===== src/rtl/hazard_controller.sv =====
// Decode-stage sequencer: load-use bubble, branch flush, data-memory freeze with timeout.
// Outputs are combinational from state and inputs; the pipeline is held while rst_n is low.
module hazard_controller #(
  parameter int CNT_W       = 16,
  parameter int TO_W        = 8,
  parameter int MEM_TIMEOUT = 255
) (
  input  logic             clk,
  input  logic             rst_n,
  input  logic [31:0]      id_instruc,
  input  logic             ex_mem_read,
  input  logic [4:0]       ex_rt,
  input  logic             ex_branch_taken,
  input  logic             mem_req,
  input  logic             dmem_ready,
  output logic             pc_write,
  output logic             if_id_write,
  output logic             if_id_flush,
  output logic             id_ex_bubble,
  output logic             pipe_hold,
  output logic             mem_err,
  output logic [CNT_W-1:0] stall_count
);

  typedef enum logic [1:0] {RUN, LU_BUBBLE, MEM_WAIT, ERROR} state_e;

  state_e           state_q, state_d;
  logic [TO_W-1:0]  wait_cnt_q, wait_cnt_d;
  logic [CNT_W-1:0] stall_cnt_q;

  logic [5:0] opcode;
  logic [4:0] rs, rt;
  logic       uses_rt, load_use, mem_stall;
  logic       pc_write_c, if_id_write_c, if_id_flush_c, id_ex_bubble_c, pipe_hold_c;
  logic       unused_bits;

  assign opcode      = id_instruc[31:26];
  assign rs          = id_instruc[25:21];
  assign rt          = id_instruc[20:16];
  assign unused_bits = ^id_instruc[15:0];

  assign uses_rt   = (opcode == 6'b000000) || (opcode == 6'b101011) ||
                     (opcode == 6'b000100) || (opcode == 6'b000101);
  assign load_use  = ex_mem_read && (ex_rt != 5'd0) &&
                     ((ex_rt == rs) || (uses_rt && (ex_rt == rt)));
  assign mem_stall = mem_req && !dmem_ready;

  always_comb begin
    state_d         = state_q;
    wait_cnt_d      = wait_cnt_q;
    pc_write_c      = 1'b1;
    if_id_write_c   = 1'b1;
    if_id_flush_c   = 1'b0;
    id_ex_bubble_c  = 1'b0;
    pipe_hold_c     = 1'b0;
    case (state_q)
      RUN, LU_BUBBLE: begin
        if (mem_stall) begin
          pc_write_c    = 1'b0;
          if_id_write_c = 1'b0;
          pipe_hold_c   = 1'b1;
          wait_cnt_d    = TO_W'(1);
          state_d       = (MEM_TIMEOUT <= 1) ? ERROR : MEM_WAIT;
        end else if (ex_branch_taken) begin
          if_id_flush_c  = 1'b1;
          id_ex_bubble_c = 1'b1;
          state_d        = RUN;
        end else if (load_use && (state_q == RUN)) begin
          // The bubble cycle masks load_use so one hazard never costs two bubbles.
          pc_write_c     = 1'b0;
          if_id_write_c  = 1'b0;
          id_ex_bubble_c = 1'b1;
          state_d        = LU_BUBBLE;
        end else begin
          state_d = RUN;
        end
      end
      MEM_WAIT: begin
        if (dmem_ready) begin
          if (ex_branch_taken) begin
            if_id_flush_c  = 1'b1;
            id_ex_bubble_c = 1'b1;
          end else if (load_use) begin
            pc_write_c     = 1'b0;
            if_id_write_c  = 1'b0;
            id_ex_bubble_c = 1'b1;
          end
          wait_cnt_d = '0;
          state_d    = RUN;
        end else begin
          pc_write_c    = 1'b0;
          if_id_write_c = 1'b0;
          pipe_hold_c   = 1'b1;
          wait_cnt_d    = wait_cnt_q + TO_W'(1);
          if (wait_cnt_q == TO_W'(MEM_TIMEOUT - 1)) state_d = ERROR;
        end
      end
      ERROR: begin
        pc_write_c     = 1'b0;
        if_id_write_c  = 1'b0;
        pipe_hold_c    = 1'b1;
        id_ex_bubble_c = 1'b1;
      end
    endcase
  end

  always_ff @(posedge clk or negedge rst_n) begin
    if (!rst_n) begin
      state_q     <= RUN;
      wait_cnt_q  <= '0;
      stall_cnt_q <= '0;
    end else begin
      state_q    <= state_d;
      wait_cnt_q <= wait_cnt_d;
      if (!pc_write_c && !(&stall_cnt_q)) stall_cnt_q <= stall_cnt_q + CNT_W'(1);
    end
  end

  // Reset forces the frozen/bubbled pattern straight away, independent of the clock.
  assign pc_write     = rst_n && pc_write_c;
  assign if_id_write  = rst_n && if_id_write_c;
  assign if_id_flush  = rst_n && if_id_flush_c;
  assign id_ex_bubble = !rst_n || id_ex_bubble_c;
  assign pipe_hold    = !rst_n || pipe_hold_c;
  assign mem_err      = rst_n && (state_q == ERROR);
  assign stall_count  = stall_cnt_q;

endmodule

===== config.mk =====
export PLATFORM = sky130hd
export DESIGN_NAME = hazard_controller
export DESIGN_NICKNAME = d
export VERILOG_FILES = /design/src/rtl/hazard_controller.sv
export SDC_FILE = /design/constraint.sdc
export NUM_CORES = 1
export LEC_CHECK = 0
export CORE_AREA = 5 5 66 68
export DETAILED_ROUTE_END_ITERATION = 8
export DIE_AREA = 0 0 71 73
export PLACE_DENSITY = 0.9
export SYNTH_ARGS = -nofsm -noshare
export SYNTH_HDL_FRONTEND = slang
export SYNTH_SLANG_ARGS = --single-unit

===== constraint.sdc =====
create_clock -name clk -period 5.1 [get_ports clk]
set_clock_uncertainty 0.2 [all_clocks]
set_input_delay 0.765 -clock clk [delete_from_list [all_inputs] [get_ports clk]]
set_output_delay 0.765 -clock clk [all_outputs]
set_load 0.01 [all_outputs]

[Word level (Yosys, flattened, before mapping)]
Cells that the tools add are included.
Operators by class
  add/subtract/negate cells: 2
  reduce and logical (&&, ||, !) cells: 27
  eq/ne operators: 11
  muxes and demuxes: 30
Operators by type and width (number)
  $mux W1: 19
  $add A16 B1 Y16 const B: 1
  $mux W8: 2
  $pmux W8 S2: 1
  $reduce_and A16 Y1: 1
  $eq A6 B3 Y1 const B: 2
  $eq A5 B5 Y1: 2
  $logic_and A1 B1 Y1: 9
  $pmux W1 S3: 3
  $add A8 B1 Y8 const B: 1
  $eq A8 B8 Y1 const B: 1
  $eq A6 B6 Y1 const B: 1
  $logic_not A6 Y1: 1
  $logic_or A1 B1 Y1: 6
  $mux W2: 3
  $reduce_bool A5 Y1: 1
  $eq A2 B2 Y1 const B: 2
  $logic_not A1 Y1: 4
  $pmux W2 S2: 1
  $reduce_and A2 Y1: 2
  $ne A3 B3 Y1 const B: 1
  $eq A2 B1 Y1 const B: 1
  $logic_not A2 Y1: 1
  $ne A2 B2 Y1 const B: 1
  other kinds (3): 3
Storage, ports and cells
  input bits: 43
  register bits after elaboration: 26
  logic and storage cells: 73

[Logic depth before layout (Yosys ltp)]
Gate-level depths: netlist of the first run.
  depth in word-level cells: 14
  depth in mapped cells: 8
  mapped depth without buffers: 7

[Worst setup path after synthesis of the first run]
OpenSTA, ideal clock, no wires.
  kind: input port to output port
  start point: input id_instruc[26]
  end point: output pc_write
  stages on the path: 7
  arrival: 2373 ps
  required time: 4135 ps
  path slack: 1762 ps
  cells stage by stage: nor2b_1 or4_4 a2111oi_4 o21ai_4 buf_2 nor2b_1 buf_4
On the way
  cells in the longest elaborated chain, start to end: 13
Ends and longest elaborated chain
  start: declaration: RTL line 10  | input logic [31:0] id_instruc,
  $eq A6 B6 Y1 / $logic_not A6 Y1 (equally long branches): RTL line 42  | assign uses_rt = (opcode == 6'b000000) || (opcode == 6'b101011) ||
  $logic_or A1 B1 Y1 (2 in series): RTL line 42
  $logic_or A1 B1 Y1 *: RTL line 43  | (opcode == 6'b000100) || (opcode == 6'b000101);
  $logic_and A1 B1 Y1 *: RTL line 45  | ((ex_rt == rs) || (uses_rt && (ex_rt == rt)));
  $logic_or A1 B1 Y1 *: RTL line 45
  $logic_and A1 B1 Y1 *: RTL line 44  | assign load_use = ex_mem_read && (ex_rt != 5'd0) &&
  $logic_and A1 B1 Y1: RTL line 68  | end else if (load_use && (state_q == RUN)) begin
  $mux W1 (3 in series)
  $pmux W1 S3 *
  $logic_and A1 B1 Y1 *
  end: declaration: RTL line 16  | output logic pc_write,
Every way passes the cells marked *; elsewhere a longest branch is shown, timed or not.

[Worst setup path after layout of the first run]
  start point: input id_instruc[27]
  end point: output id_ex_bubble
On the way
  cells in the longest elaborated chain, start to end: 13
Ends and longest elaborated chain
  $eq A6 B6 Y1 / $logic_not A6 Y1 (equally long branches): RTL line 42
  $logic_or A1 B1 Y1 (2 in series): RTL line 42
  $logic_or A1 B1 Y1 *: RTL line 43
  $logic_and A1 B1 Y1 *: RTL line 45
  $logic_or A1 B1 Y1 *: RTL line 45
  $logic_and A1 B1 Y1 *: RTL line 44
  $logic_and A1 B1 Y1: RTL line 68
  $mux W1: RTL line 68
  $mux W1: RTL line 64  | end else if (ex_branch_taken) begin
  $mux W1: RTL line 58  | if (mem_stall) begin
  $pmux W1 S3 *: RTL line 56  | case (state_q)
  $logic_or A1 B1 Y1 *: RTL line 123  | assign id_ex_bubble = !rst_n || id_ex_bubble_c;
  end: declaration: RTL line 19  | output logic id_ex_bubble,
Marks and branches as above.

==> results.yml, run 1 <==
outcome:
  status: "completed"
routing:
  drc: 0
  drt_first_pass_iters: 4
  vias_per_cell: 5.46
  drtIter0Drc: 97
  routedWlPerCell_um: 14.3
  totalWireLength_mm: 3.88
  ant_nets: 0
  vias: 1484
layout:
  final_cell_mix: "clkdlybuf4s50_1 (48), dfrtp_1 (26), xor2_1 (16)"
  antenna_cells: 0
  fin_nets: 270
  drive_above_1_share_pct: 5.86
  final_common_cell: "clkdlybuf4s50_1"
  final_design_area_no_fill_mm2: 0.00222
  area_growth_syn_to_layout_pct: 34.4
critical_path:
  worstSetupEndpointType: "primary output"
  criticalPathCategory: "input port to primary output"
  worstSetupStartpointType: "input port"
  crit_required_ns: 4.14
  cp.arrival_ns: 3.16
  crit_path_max_fanout: 2
  cpMaxStageDelayCell: "clkdlybuf4s50_1"
  crit_path_cell_trace: "clkdlybuf4s50_1 -> or4_4 -> a2111oi_4 -> nor2_1 -> o21a_1 -> o21ai_0 -> clkdlybuf4s50_1"
  cp_common_cell: "clkdlybuf4s50_1"
  cp_num_buf_inv: 2
  crit_path_max_incr_delay_ns: 0.58
  path_delay_family: "buffers and inverters"
clock_network:
  htreeDepth: 1
  ctsResizeCount: 0
  cts_sinks: 26
  cts_tree: "built"
  numCtsBuffers: 3
  cts_root_buf: "clkbuf_8"
  cts_buffer_depth: 2
  postCtsHoldBufs: 0
  clock_latency_ns: 0.27
  path_clk_slew_ns: 0.09
  cts_setup_buffers: 0
floorplanning:
  start_util_pct: 43.5
  io_pins: 65
  die_area_mm2: 0.00518
  core-area_mm2: 0.00380
  die_w_um: 71
  die_h_um: 73
  row_count: 23
sta:
  max_freq_mhz: 242
  slew_headroom_pct: 47.6
  tightest_slew_ns: 0.784
  grt_setup_unrepaired: "no"
  fin_crit_sh_pct: 80.9
  setup_viol: 0
  finalHoldViolCount: 0
  fin_tns_setup_ns: 0
  period_needed_ns: 4.13
  drv_slew: 0
synth:
  ys.flop_type: "dfrtp_1"
  synth-edff-count: 0
  syn-cell-area_mm2: 0.00165
  synthSimpleGateAreaFrac_pct: 22.3
  synth_top_family_by_area: "simple AND/OR/NAND/NOR gates"
  synth_seq_cells: 26
  ys_seq_area_share_pct: 39.4
  syn_avg_cell_area_um2: 9.38
  yosysWarnings: 0
  synth_compound_area_share_pct: 20.0
  syn_inst: 176
  muxShareOfSynthArea_pct: 0.682
  synthAdderAreaFrac_pct: 2.27
  synth_fp_nets: 222
  synth.distinct_cells: 36
  yosys.area_share.xor_xnor_pct: 12.7
  asyncSetResetFlopFracSynth_pct: 100
global_route:
  grtUsageTotal_pct: 15.4
  grtUsageMet3_pct: 2.75
  grt_busiest_layer: "met2"
  grt_pass1_wl_mm: 6.52
  antenna_found_initial: 0
  met2_usage_pct: 26.4
  grt_overflow: 0
  grt_pass1_vias: 1483
  use_met1_pct: 19.6
  grt_start_max_net_pins: 19
power:
  p_sw_w: 0.000215
  max-vdd-ir-drop_mv: 0.244
  leakage_nw: 0.883
  seq_power_share_pct: 46.8
  clock_power_share_pct: 18.0
  p_sw_share_pct: 33.5
  pwr_density_cell_mw_per_mm2: 289
  p_total_w: 0.000643
  intPower_w: 0.000427
  pwr-share-comb_pct: 35.2
place:
  gp_congestion: 0.802
  hpwl_mm: 2.96
  place_area_mm2: 0.00218
  io_buffers: 48
hold_path:
  hold_path.class: "register to register"
flow_run:
  drv_cap: 0
-- cell usage after synthesis (all sizes together), types with 4 or more instances --
master / number / area share, %
a21oi: 13 / 3.9
and3: 4 / 1.5
clkbuf: 5 / 1.1
dfrtp: 26 / 39
nand2: 13 / 3.0
nand2b: 4 / 1.5
nand3: 13 / 3.9
nand4: 9 / 3.4
nor2: 10 / 2.3
nor3: 5 / 1.5
o21ai: 13 / 4.6
xnor2: 8 / 4.2
xor2: 16 / 8.5
-- cell families (layout without fill, tap and decap cells) --
family | Yosys count | after routing
adders and majority gates | 3 | 3
buffers and inverters | 10 | 56
and+or+nand+nor | 69 | 69
AOI/OAI and AO/OA | 43 | 43
muxes | 1 | 1
DFF | 26 | 26
xor gates and xnor gates | 24 | 24
-- layer usage --
layer	vias up	wire, um
met1	723	1700
met4	0	35
met2	31	2020
li1	726	-
met3	4	131
met5	-	0
-- path summary, 6_finish.rpt --
| kind | endpoint | cells past startpoint | slack, ns | from |
|---|---|---|---|---|
| max | id_ex_bubble | 7 | 0.97 | id_instruc[27] |
| min | wait_cnt_q[6]$_DFFE_PN0P_ | 1 | 0.29 | wait_cnt_q[6]$_DFFE_PN0P_ |
| max reg2reg | stall_count[1]$_DFFE_PN0P_ | 6 | 2.75 | stall_count[0]$_DFFE_PN0P_ |
| min reg2reg | wait_cnt_q[6]$_DFFE_PN0P_ | 1 | 0.29 | wait_cnt_q[6]$_DFFE_PN0P_ |
| max in group asynchronous | stall_count[6]$_DFFE_PN0P_ | 2 | 3.28 | rst_n |
| min in group asynchronous | wait_cnt_q[0]$_DFFE_PN0P_ | 1 | 0.75 | rst_n |
-- flip-flops by register name (all words and copies together), names as in the netlist --
register	flops
stall_count	16
wait_cnt_q	8
state_q	2
-- power groups by stage --
stage | Combinational (W) | Sequential, W | Clock [W]
after floorplan | 0.0000920 | 0.000310 | 0
after global placement | 0.000222 | 0.000301 | 0
after detailed placement | 0.000227 | 0.000303 | 0
after CTS | 0.000229 | 0.000300 | 0.000117
after global routing | 0.000245 | 0.000308 | 0.000128
final | 0.000226 | 0.000301 | 0.000115
-- area by class of cell --
| type | instances | area (um^2) |
|---|---|---|
| Sequential cell | 26 | 651 |
| Timing Repair Buffer | 50 | 495 |
| Fill cell | 341 | 1580 |
| Multi-Input combinational cell | 140 | 958 |
| Clock buffer | 3 | 41.3 |
| Tap cell | 50 | 62.6 |
| Inverter | 3 | 11.3 |
-- worst register-to-register path, stage by stage (launching register included) --
cell and delay (ns):
dfrtp_1 0.44, ha_1 0.20, nand3_1 0.14, nor2_1 0.29
and3_1 0.46, a21oi_1 0.16, mux2_1 0.35
-- metrics by stage --
stage / instances / util [%] / hold slack [ns] / worst slack [ns]
CTS: 272 / 58.4 / 0.293 / 0.951
floorplan: 176 / - / 0.249 / 1.76
detailed placement: 269 / 57.3 / 0.282 / 0.957
finish: 272 / 58.4 / 0.289 / 0.973
global placement: 269 / 57.3 / 0.265 / 0.963
global route: 272 / 58.4 / 0.317 / 0.841
No activity file was read; power rests on OpenSTA's default activity.
==> run 2: changes to the inputs <==
- CORE_AREA: 5 5 66 68 -> 5 5 68 70
- DIE_AREA: 0 0 71 73 -> 0 0 73 75
- PLACE_DENSITY: 0.9 -> 0.85
- clock period: 5.1 -> 3.8 ns (I/O delays scaled with it)
==> run 2 against run 1 <==
Compared with the run above: routed wire length increased by 4.3%; die area increased by 5.6%; flip-flop and latch count unchanged; combinational power increased by 36%; power increased by 38%; first-iteration DRC count increased by 21%; cell area increased by 2.1%; critical endpoint is now pc_write.
==> results.yml, run 2 (synthesis gave the netlist of run 1 again) <==
global_route:
  grt_pass1_vias: 1509
  grt_start_max_net_pins: 18
  grtUsageTotal_pct: 16.3
  antenna_found_initial: 0
  grt_pass1_wl_mm: 7.04
  grt_overflow: 0
routing:
  vias_per_cell: 5.36
  drt_first_pass_iters: 4
  vias: 1485
  drc: 0
  drtIter0Drc: 117
  routedWlPerCell_um: 14.6
  totalWireLength_mm: 4.05
  ant_nets: 0
power:
  clock_power_share_pct: 19.9
  intPower_w: 0.000596
  seq_power_share_pct: 45.5
  p_sw_share_pct: 33.0
  pwr-share-comb_pct: 34.5
  p_sw_w: 0.000293
  pwr_density_cell_mw_per_mm2: 393
  p_total_w: 0.000889
  leakage_nw: 0.916
  max-vdd-ir-drop_mv: 0.367
floorplanning:
  start_util_pct: 42.2
  die_h_um: 75
  io_pins: 65
  core-area_mm2: 0.00391
  row_count: 23
  die_w_um: 73
  die_area_mm2: 0.00548
place:
  gp_congestion: 0.801
  io_buffers: 48
  dp.cells: 273
  hpwl_mm: 3.18
critical_path:
  cp_num_buf_inv: 3
  cp_common_cell: "clkdlybuf4s50_1"
  worstSetupEndpointType: "primary output"
  crit_path_max_incr_delay_ns: 0.55
  path_delay_family: "buffers and inverters"
  criticalPathCategory: "input port to primary output"
  crit_path_max_fanout: 2
  worstSetupStartpointType: "input port"
  cp.arrival_ns: 2.83
  cpMaxStageDelayCell: "or4_4"
  crit_required_ns: 3.03
  crit_path_cell_trace: "clkdlybuf4s50_1 -> or4_4 -> a2111oi_4 -> buf_4 -> o21ai_4 -> nor2b_1 -> clkdlybuf4s50_1"
clock_network:
  numCtsBuffers: 3
  path_clk_slew_ns: 0.09
  clock_latency_ns: 0.27
  cts_tree: "built"
  cts_buffer_depth: 2
  cts_setup_buffers: 0
  htreeDepth: 1
  cts_sinks: 26
  postCtsHoldBufs: 0
  cts_root_buf: "clkbuf_8"
sta:
  finalHoldViolCount: 0
  fin_crit_sh_pct: 94.7
  slew_headroom_pct: 65.5
  period_needed_ns: 3.60
  max_freq_mhz: 278
  drv_slew: 0
  tightest_slew_ns: 0.515
  grt_setup_unrepaired: "no"
  setup_viol: 0
  fin_tns_setup_ns: 0
outcome:
  status: "completed"
layout:
  fillerInstances: 367
  final_cell_mix: "clkdlybuf4s50_1 (47), dfrtp_1 (26), xor2_1 (16)"
  area_growth_syn_to_layout_pct: 37.2
  fin_nets: 274
  final_common_cell: "clkdlybuf4s50_1"
  instances_no_fill: 277
  drive_above_1_share_pct: 7.93
  largest_register_ff_count: 16
  antenna_cells: 0
flow_run:
  drv_cap: 0
hold_path:
  hold_path.class: "register to register"
==> run 2: area by class of cell <==
type                       count  area, um^2  share of cell area (%)
multi-input combinational    140         958                    42.3
tap                           50        62.6                    2.76
timing repair buffer          54         528                    23.3
clock buffer                   4        55.1                    2.43
sequential                    26         651                    28.7
inverter                       3        11.3                   0.497
==> run 2: worst paths after layout <==
check                                                 from                         end  slack [ns]  cells after the start
worst max-delay path                        id_instruc[27]                    pc_write        0.20                      7
worst min-delay path             wait_cnt_q[7]$_DFFE_PN0P_   wait_cnt_q[7]$_DFFE_PN0P_        0.29                      1
worst max register to register  stall_count[0]$_DFFE_PN0P_  stall_count[1]$_DFFE_PN0P_        1.41                      6
worst min register to register   wait_cnt_q[7]$_DFFE_PN0P_   wait_cnt_q[7]$_DFFE_PN0P_        0.29                      1
max in group asynchronous                            rst_n   wait_cnt_q[6]$_DFFE_PN0P_        2.41                      2
min in group asynchronous                            rst_n      state_q[1]$_DFFE_PN0P_        0.44                      1
==> run 2: worst reg2reg max path, cell delays in order, from the launching register on <==
cell	delay, ns
dfrtp_1	0.44
ha_1	0.21
nand3_1	0.15
nor2_1	0.31
and3_1	0.47
a21oi_1	0.17
mux2_1	0.34
==> run 2: repair_timing <==
action / CTS / global route
setup endpoints to repair: 0 / 1
hold endpoints to repair: 0 / 0
gates resized for setup: 0 / 1
==> run 2: per-layer routing <==
layer  part of all wire, %  global-route usage [%]  up-vias
met3                   3.8                    3.74        6
met2                    53                    29.3       36
met5                     0                       0        -
met4                   1.7                    5.33        0
li1                      -                       -      740
met1                    42                    19.3      703
==> run 2: power groups by stage <==
stage / registers, W / logic (W) / clock network (W)
2_1_floorplan: 0.000416 / 0.000123 / 0
3_3_place_gp: 0.000405 / 0.000300 / 0
3_5_place_dp: 0.000409 / 0.000309 / 0
4_1_cts: 0.000405 / 0.000311 / 0.000184
5_1_grt: 0.000420 / 0.000339 / 0.000193
6_report: 0.000405 / 0.000307 / 0.000177
==> run 2: stage by stage <==
| step | cell area [um^2] | worst slack, ns | util (%) | hold WS [ns] |
|---|---|---|---|---|
| global placement | 2210 | 0.115 | 56.4 | 0.262 |
| finish | 2270 | 0.200 | 57.9 | 0.287 |
| floorplan | 1650 | 0.852 | - | 0.0744 |
| CTS | 2260 | 0.0481 | 57.8 | 0.287 |
| detailed placement | 2210 | 0.0602 | 56.4 | 0.275 |
| global route | 2270 | 0.118 | 57.9 | 0.311 |
